### src/rtl/matmul_pkg.sv
// Shared types and helpers for the output-stationary matrix multiplier.
// State encoding, accumulator width rule and lane slicing for packed vectors.
package matmul_pkg;

  typedef enum logic [1:0] {
    IDLE,
    ACC,
    DRAIN
  } state_t;

  // Worst case sum of k_max full-scale products fits without wrap.
  function automatic int acc_width(input int dw, input int k_max);
    return 2 * dw + $clog2(k_max + 1);
  endfunction

endpackage

`ifndef MM_LANE
`define MM_LANE(v, i, w) v[(i)*(w) +: (w)]
`endif

### src/rtl/matmul_array_mac.sv
// One multiply-accumulate cell: acc <= acc + a*b on en, cleared on clr.
// Ports: clk, rst_n, clr, en, a[DW], b[DW] -> acc[AW].
module mac_cell #(
  parameter int DW     = 4,
  parameter int AW     = 13,
  parameter int SIGNED = 0
) (
  input  logic          clk,
  input  logic          rst_n,
  input  logic          clr,
  input  logic          en,
  input  logic [DW-1:0] a,
  input  logic [DW-1:0] b,
  output logic [AW-1:0] acc
);

  logic            a_s;
  logic            b_s;
  logic            p_s;
  logic [2*DW-1:0] a_x;
  logic [2*DW-1:0] b_x;
  logic [2*DW-1:0] prod;
  logic [AW-1:0]   prod_x;

  // Extending operands to 2*DW first makes the low 2*DW bits of the
  // product correct for both signed and unsigned operands.
  always_comb begin
    a_s    = (SIGNED != 0) ? a[DW-1] : 1'b0;
    b_s    = (SIGNED != 0) ? b[DW-1] : 1'b0;
    a_x    = {{DW{a_s}}, a};
    b_x    = {{DW{b_s}}, b};
    prod   = a_x * b_x;
    p_s    = (SIGNED != 0) ? prod[2*DW-1] : 1'b0;
    prod_x = {{(AW-2*DW){p_s}}, prod};
  end

  always_ff @(posedge clk or negedge rst_n) begin
    if (!rst_n) begin
      acc <= '0;
    end else if (clr) begin
      acc <= '0;
    end else if (en) begin
      acc <= acc + prod_x;
    end
  end

endmodule

### src/rtl/matmul_array.sv
// N x N output-stationary matmul: one rank-1 update per input beat,
// then C = W*X is streamed out one row per out_valid/out_ready handshake.
// Ports: start/k_len job launch; in_valid/in_ready with w_vec, x_vec beats;
// out_valid/out_ready with out_row, out_data rows; busy, done status.
module matmul_array
  import matmul_pkg::*;
#(
  parameter  int N      = 3,
  parameter  int DW     = 4,
  parameter  int K_MAX  = 16,
  parameter  int SIGNED = 0,
  localparam int AW     = acc_width(DW, K_MAX),
  localparam int KW     = $clog2(K_MAX + 1),
  localparam int RW     = (N > 1) ? $clog2(N) : 1
) (
  input  logic            clk,
  input  logic            rst_n,
  input  logic            start,
  input  logic [KW-1:0]   k_len,
  input  logic            in_valid,
  output logic            in_ready,
  input  logic [N*DW-1:0] w_vec,
  input  logic [N*DW-1:0] x_vec,
  output logic            out_valid,
  input  logic            out_ready,
  output logic [RW-1:0]   out_row,
  output logic [N*AW-1:0] out_data,
  output logic            busy,
  output logic            done
);

  state_t        state_q;
  state_t        state_d;
  logic [KW-1:0] klen_q;
  logic [KW-1:0] beat_q;
  logic [RW-1:0] row_q;
  logic          done_q;

  logic          start_ok;
  logic          clr;
  logic          beat;
  logic          last_beat;
  logic          row_fire;
  logic          last_row;

  logic [AW-1:0] acc [N][N];

  assign start_ok  = start && (k_len != '0) &&
                     (k_len <= KW'(K_MAX));
  assign clr       = (state_q == IDLE) && start_ok;
  assign beat      = in_valid && in_ready;
  assign last_beat = beat && (beat_q == klen_q - 1'b1);
  assign row_fire  = out_valid && out_ready;
  assign last_row  = row_fire && (row_q == RW'(N - 1));

  assign in_ready  = (state_q == ACC);
  assign out_valid = (state_q == DRAIN);
  assign busy      = (state_q != IDLE);
  assign out_row   = row_q;
  assign done      = done_q;

  always_comb begin
    state_d = state_q;
    unique case (state_q)
      IDLE:    if (start_ok)  state_d = ACC;
      ACC:     if (last_beat) state_d = DRAIN;
      DRAIN:   if (last_row)  state_d = IDLE;
      default: state_d = IDLE;
    endcase
  end

  always_ff @(posedge clk or negedge rst_n) begin
    if (!rst_n) begin
      state_q <= IDLE;
      klen_q  <= '0;
      beat_q  <= '0;
      row_q   <= '0;
      done_q  <= 1'b0;
    end else begin
      state_q <= state_d;
      done_q  <= last_row;
      if (clr) begin
        klen_q <= k_len;
        beat_q <= '0;
      end else if (beat) begin
        beat_q <= beat_q + 1'b1;
      end
      if (last_row) begin
        row_q <= '0;
      end else if (row_fire) begin
        row_q <= row_q + 1'b1;
      end
    end
  end

  for (genvar i = 0; i < N; i++) begin : g_row
    for (genvar j = 0; j < N; j++) begin : g_col
      mac_cell #(
        .DW    (DW),
        .AW    (AW),
        .SIGNED(SIGNED)
      ) u_mac (
        .clk  (clk),
        .rst_n(rst_n),
        .clr  (clr),
        .en   (beat),
        .a    (`MM_LANE(w_vec, i, DW)),
        .b    (`MM_LANE(x_vec, j, DW)),
        .acc  (acc[i][j])
      );
    end
  end

  // Rows are only exposed while draining so idle outputs stay at zero.
  always_comb begin
    out_data = '0;
    if (state_q == DRAIN) begin
      for (int j = 0; j < N; j++) begin
        `MM_LANE(out_data, j, AW) = acc[row_q][j];
      end
    end
  end

endmodule

### config.mk
export PLATFORM = sky130hd
export DESIGN_NAME = matmul_array
export DESIGN_NICKNAME = d
export VERILOG_FILES = /design/src/rtl/matmul_pkg.sv /design/src/rtl/matmul_array_mac.sv /design/src/rtl/matmul_array.sv
export SDC_FILE = /design/constraint.sdc
export NUM_CORES = 1
export LEC_CHECK = 0
export ABC_AREA = 1
export BUFFER_PORTS_ARGS = -buffer_cell sky130_fd_sc_hd__buf_2
export CORE_MARGIN = 1
export CORE_UTILIZATION = 31
export CTS_CLUSTER_DIAMETER = 200
export DETAILED_ROUTE_END_ITERATION = 6
export GPL_TIMING_DRIVEN = 0
export PLACE_DENSITY = 0.51
export SLEW_MARGIN = 5
export SYNTH_ARGS = -nofsm -noshare
export SYNTH_HDL_FRONTEND = slang
export SYNTH_HIERARCHICAL = 1
export SYNTH_SLANG_ARGS = --single-unit
### constraint.sdc
create_clock -name clk -period 3.2 [get_ports clk]
set_input_delay 0.64 -clock clk [delete_from_list [all_inputs] [get_ports clk]]
set_output_delay 0.64 -clock clk [all_outputs]
set_load 0.01 [all_outputs]
After elaboration in Yosys (flattened, before gate mapping)
Cells that the tools add are included.
{"block": "totals", "regBits": 132, "word_cells": 88, "out_inout_bits": 45}
{"block": "classes", "order_cmp": 2, "bitwise_logic": 1, "reduce_logical": 13, "mux": 30, "eq_ne": 7, "add_sub_neg": 12, "mul": 9}
{"cell": "$mux 13", "n": 18}
{"cell": "$add 13x8->13", "n": 9}
{"cell": "$mux 39", "n": 3}
{"cell": "$bmux 39 s2", "n": 1}
{"cell": "$mul 4x4->8", "n": 9}
{"cell": "$mux 2", "n": 5}
{"cell": "$mux 5", "n": 2}
{"cell": "$logic_and 1x1->1", "n": 7}
{"cell": "$pmux 2 s3", "n": 1}
{"cell": "$reduce_bool 2->1", "n": 3}
{"cell": "$add 5x1->5 const B", "n": 1}
{"cell": "$eq 5x5->1", "n": 1}
{"cell": "$le 5x5->1 const B", "n": 1}
{"cell": "$reduce_bool 5->1", "n": 1}
{"cell": "$sub 5x1->5 const B", "n": 1}
{"cell": "$eq 2x2->1 const B", "n": 2}
{"cell": "$ne 2x1->1 const B", "n": 2}
{"cell": "$ge 3x3->1 const B", "n": 1}
{"cell": "$not 2->3", "n": 1}
{"cell": "$reduce_and 3->1", "n": 1}
{"cell": "$add 2x1->2 const B", "n": 1}
{"cell": "$eq 2x1->1 const B", "n": 1}
{"cell": "$logic_not 2->1", "n": 1}
{"cell": "$ne 2x2->1 const B", "n": 1}

Logic depth before layout (Yosys ltp)
{"block": "depth", "word_depth": 5, "ltp_mapped": 17, "ltp_nobuf": 17}

Cells and area by module
The synthesis kept the hierarchy.
{"mod": "mac_cell (g_row[0].g_col[0].u_mac ...)", "cells_per_inst": 191, "area_each_um2": 1418.9, "n_inst": 4}
{"mod": "matmul_array", "cells_per_inst": 337, "area_each_um2": 1786.7, "n_inst": 1}
{"mod": "mac_cell (g_row[0].g_col[1].u_mac)", "cells_per_inst": 191, "area_each_um2": 1436.4, "n_inst": 1}
{"mod": "mac_cell (g_row[2].g_col[1].u_mac)", "cells_per_inst": 190, "area_each_um2": 1430.1, "n_inst": 1}
{"mod": "mac_cell (g_row[1].g_col[0].u_mac)", "cells_per_inst": 191, "area_each_um2": 1421.4, "n_inst": 1}
{"mod": "mac_cell (g_row[2].g_col[2].u_mac)", "cells_per_inst": 189, "area_each_um2": 1418.9, "n_inst": 1}
{"mod": "mac_cell (g_row[2].g_col[0].u_mac)", "cells_per_inst": 189, "area_each_um2": 1412.6, "n_inst": 1}

Worst setup path before layout
No wires, ideal clock.
{"block": "synth_path", "path_kind": "input-to-reg", "startpoint": "input port w_vec[8]", "endpoint": "register g_row[2].g_col[0].u_mac.acc[9]", "arrival_time_ns": 3.129, "cell_stages": 13, "t_required_ns": 3.081, "setup_time_ns": 0.119, "setup_slack_ns": -0.048, "path_cell_list": "nand2_1 fa_1 fa_1 fa_1 inv_1 ha_1 nand2_1 o21ai_2 nand2_2 nand2_2 nand3_1 nand2_1 nor2_1"}
{"block": "synth_via", "elab_chain_len": 4}
{"element": "start: declaration", "line_no": "matmul_array.sv:22", "rtl": "input logic [N*DW-1:0] w_vec,"}
{"element": "$mul 4x4->8", "line_no": "matmul_array_mac.sv:32", "rtl": "prod = a_x * b_x;"}
{"element": "$add 13x8->13", "line_no": "matmul_array_mac.sv:43", "rtl": "acc <= acc + prod_x;"}
{"element": "$mux 13", "line_no": "matmul_array_mac.sv:42", "rtl": "end else if (en) begin"}
{"element": "$mux 13", "line_no": "matmul_array_mac.sv:40", "rtl": "end else if (clr) begin"}
{"element": "end signal: assignment", "line_no": "matmul_array_mac.sv:43"}
{"element": "end: declaration", "line_no": "matmul_array_mac.sv:14", "rtl": "output logic [AW-1:0] acc"}
No other way between the ends. The select of a mux whose other input is x is not followed.
A chain may end at the register's enable or synchronous reset.

Worst setup path after layout
{"block": "layout_path", "startpoint": "input port x_vec[9]", "endpoint": "register g_row[1].g_col[2].u_mac.acc[11]"}
{"block": "layout_via", "elab_chain_len": 4}
{"element": "start: declaration", "line_no": "matmul_array.sv:23", "rtl": "input logic [N*DW-1:0] x_vec,"}
{"element": "$mul 4x4->8", "line_no": "matmul_array_mac.sv:32"}
{"element": "$add 13x8->13", "line_no": "matmul_array_mac.sv:43"}
{"element": "$mux 13", "line_no": "matmul_array_mac.sv:42"}
{"element": "$mux 13", "line_no": "matmul_array_mac.sv:40"}
{"element": "end signal: assignment", "line_no": "matmul_array_mac.sv:43"}
{"element": "end: declaration", "line_no": "matmul_array_mac.sv:14"}
No other way between the ends. The select of a mux whose other input is x is not followed.

==> metrics.md <==
| Metric | Value |
|---|---|
| Die Y | `218.9 um` |
| Hold-fix buffers, CTS | `0` |
| Pre-CTS WS | `-651.8 ps` |
| Met1 Track Usage GR | `24.51%` |
| Post-synth top flop | `dfrtp_1` |
| Sink Count | `132` |
| Initial antenna violation count | `0` |
| Worst reg-to-reg path cell count | `9` |
| Post-Place Cell Area | `15,910 um2` |
| Post-Route WL | `41.91 mm` |
| Top fanout value on the critical path | `12` |
| Final setup vio count | `0` |
| RSZ-0062 raised after global routing | `true` |
| Critical path class | `in2reg` |
| Final worst slack | `106.8 ps` |
| Mapped Area | `14,580 um2` |
| IO Port Bufs | `78` |
| Worst R2R Start | `g_row[0].g_col[2].u_mac/acc[2]$_DFFE_PN0P_` |
| PwrDens | `809.1 nW/um2` |
| Longest Clk Path Bufs | `2` |
| Ys async rst share | `100.0%` |
| Crit. Startpoint | `x_vec[9]` |
| Max Clk Rate | `323.3 MHz` |
| Ant diodes | `0` |
| Mapped Avg Cell Area | `7.109 um2` |
| Unique masters post-synth | `37` |
| Syn-to-layout area delta | `16.02%` |
| Seq/Total Area, Yosys | `22.65%` |
| Via Count | `12,940` |
| Post-synthesis cell count | `2,051` |
| Gr ovfl total | `0` |
| Critical path arrival | `3430 ps` |
| Layout cells sized above 1 | `12.56%` |
| Slew @ Worst Pin | `924.6 ps` |
| Root Buffer Master | `clkbuf_16` |
| DRC | `0` |
| HP Class | `in2async` |
| Num rows | `79` |
| Largest net degree at the start of global routing | `78` |
| DRT Pass-1 Iters | `7` |
| Iteration-0 DRC Markers | `734` |
| Via density | `4.668` |
| Initial Util | `31.39%` |
| Final Hold Fails | `0` |
| First-pass GRT wire length | `68.16 mm` |
| Element type at the critical path end | `flop` |
| Clock slew at reported path FFs | `60 ps` |
| Avg WL per Cell | `15.12 um` |
| Critical Path RT | `3540 ps` |
| Inserted Clock Buffers | `17` |
| Nets | `2,431` |
| Chip width | `218.9 um` |
| I/O pin cnt | `79` |
| Number of synthesized register bits | `132` |
| Tcrit/Tclk final | `96.66%` |
| Reg2reg end | `g_row[0].g_col[2].u_mac/acc[9]$_DFFE_PN0P_` |
| H-tree levels | `4` |
| Final min period | `3093 ps` |
| Max-cap violations | `0` |
| Ys Warns | `6` |
| Syn nets | `2,330` |
| Antenna-violating nets left | `0` |
| Gr usage total | `18.24%` |
| Post-DP HPWL | `32.92 mm` |
| Outcome | `finished, final reports clean` |
| Finished Cell Area | `16,920 um2` |
| Routability Congestion | `0.8407` |
| Die footprint | `47,910 um2` |
| Worst setup path endpoint | `g_row[1].g_col[2].u_mac/acc[11]$_DFFE_PN0P_` |
| Peak supply drop | `0.4721 mV` |
| Leak | `9.595 nW` |
| R2r setup slk | `980 ps` |
| Relative slew slack | `38.22%` |
| TritonCTS clock tree | `built` |
| Area of the core | `46,460 um2` |
| Number of global-route vias before repair | `13,030` |
| M2 GR Usage | `30.72%` |
| Met3 Usage GRT | `2.231%` |
| Critical Path Source Type | `primary input` |
| Clock skew | `8.880 ps` |
| Layer with the highest usage | `met2` |
| Worst-Skew Late Latency | `450 ps` |
| Slew Viols, Final | `0` |
| Post-synth EDFFs | `0` |
critical path: stages:
cell,delay (ps)
buf_8,140
nand2_1,90
fa_1,570
fa_1,460
fa_1,530
inv_1,60
ha_4,280
nand2_1,60
o21ai_2,210
nand2_2,70
nand2_2,100
nand3_1,90
nand2_1,70
nor2_1,30
cells by family after synthesis:
family                   Yosys count  synth area share (%)
flip-flops                       132                 22.65
adder cells (fa/ha/maj)          245                 25.19
AND/OR/NAND/NOR                  876                 26.14
AO/OA/AOI/OAI                    273                 11.54
XOR/XNOR                          23                 1.381
buffers and inverters            502                 13.09
metrics by stage:
stage               power, mW  util, %  TNS, ps  std cells  hold WS [ps]
floorplan               9.015        -        0       2051         344.4
global placement        11.00    34.07  -240250       2736         477.5
detailed placement      11.13    34.24   -45510       2739         481.3
CTS                     13.55    35.81        0       2771         138.4
global route            15.14    36.42   -3.093       2772         154.2
finish                  13.69    36.42        0       2772         111.2
metal layers:
| layer | up-vias | part of all wire [%] |
|---|---|---|
| li1 | 6563 | - |
| met1 | 6163 | 49 |
| met2 | 181 | 47 |
| met3 | 32 | 2.7 |
| met4 | 0 | 1.8 |
| met5 | - | 0 |
worst min path at each step:
stage / start / to / slack [ps] / depth (start not counted)
final: rst_n / g_row[0].g_col[2].u_mac/acc[8]$_DFFE_PN0P_ / 110 / 1
after global routing: rst_n / g_row[0].g_col[2].u_mac/acc[8]$_DFFE_PN0P_ / 150 / 1
after CTS: rst_n / g_row[0].g_col[2].u_mac/acc[8]$_DFFE_PN0P_ / 140 / 1
after detailed placement: klen_q[1]$_DFFE_PN0N_ / klen_q[1]$_DFFE_PN0N_ / 480 / 2
after global placement: klen_q[1]$_DFFE_PN0N_ / klen_q[1]$_DFFE_PN0N_ / 480 / 2
after floorplan: rst_n / beat_q[0]$_DFFE_PN0P_ / 340 / 0
layout by cell type (no fill, tap or decap), types with 10 or more instances in the layout:
| cell type | count |
|---|---|
| a21o_1 | 10 |
| a21oi_1 | 95 |
| a21oi_2 | 17 |
| a22o_1 | 18 |
| buf_2 | 67 |
| buf_8 | 13 |
| clkbuf_16 | 17 |
| dfrtp_1 | 132 |
| fa_1 | 81 |
| ha_1 | 150 |
| ha_4 | 11 |
| inv_1 | 451 |
| inv_2 | 30 |
| nand2_1 | 495 |
| nand2_2 | 25 |
| nand3_1 | 97 |
| nand3b_1 | 12 |
| nor2_1 | 184 |
| nor2_2 | 11 |
| nor2_4 | 13 |
| nor3b_1 | 10 |
| o21ai_0 | 49 |
| o21ai_1 | 16 |
| o22ai_1 | 35 |
| xnor2_1 | 12 |
| xor2_1 | 11 |
power breakdown:
group,switching [mW],internal (mW)
combinational,5.31,3.23
clock,0.847,1.45
sequential,0.554,2.30
final cells by class:
cell class              instances  area, um2
plain buffers                  21      105.1
clock buffers                  20      466.7
clock inverters                12      201.4
fillers                      4955      29540
inverters                     481       1805
multi-input cells            1417       9643
flip-flops and latches        132       3303
well taps                     607      759.5
repair buffers                 82      633.1
flip-flops by register name, summed over array words and instances (netlist names):
| register | flops |
|---|---|
| g_row.g_col.u_mac/acc | 117 |
| state_q | 2 |
| beat_q | 5 |
| out_row | 2 |
| klen_q | 5 |
| done | 1 |
cell usage after synthesis (11+ instances only):
master      n  area share, %
nor2_4     12           0.93
a22o_1     18            1.1
fa_1       81             11
xor2_1     11           0.66
a21oi_1   104            3.6
nand2_2    21           0.90
inv_2      30           0.77
inv_1     451             12
o21ai_0    49            1.7
nand3b_1   12           0.62
o21ai_1    16           0.55
xnor2_1    12           0.72
nand2_1   500             13
nor2_1    186            4.8
o22ai_1    35            1.5
nand3_1    97            3.3
ha_1      164             14
dfrtp_1   132             23
buf_2      11           0.38
repair_timing:
action	CTS	global route
cloned	0	0
resized for setup	21	65
pin swaps	0	16
setup endpoints to repair	80	76
hold endpoints to repair	0	0
setup buffers	0	1
No activity file was read; power rests on OpenSTA's default activity.
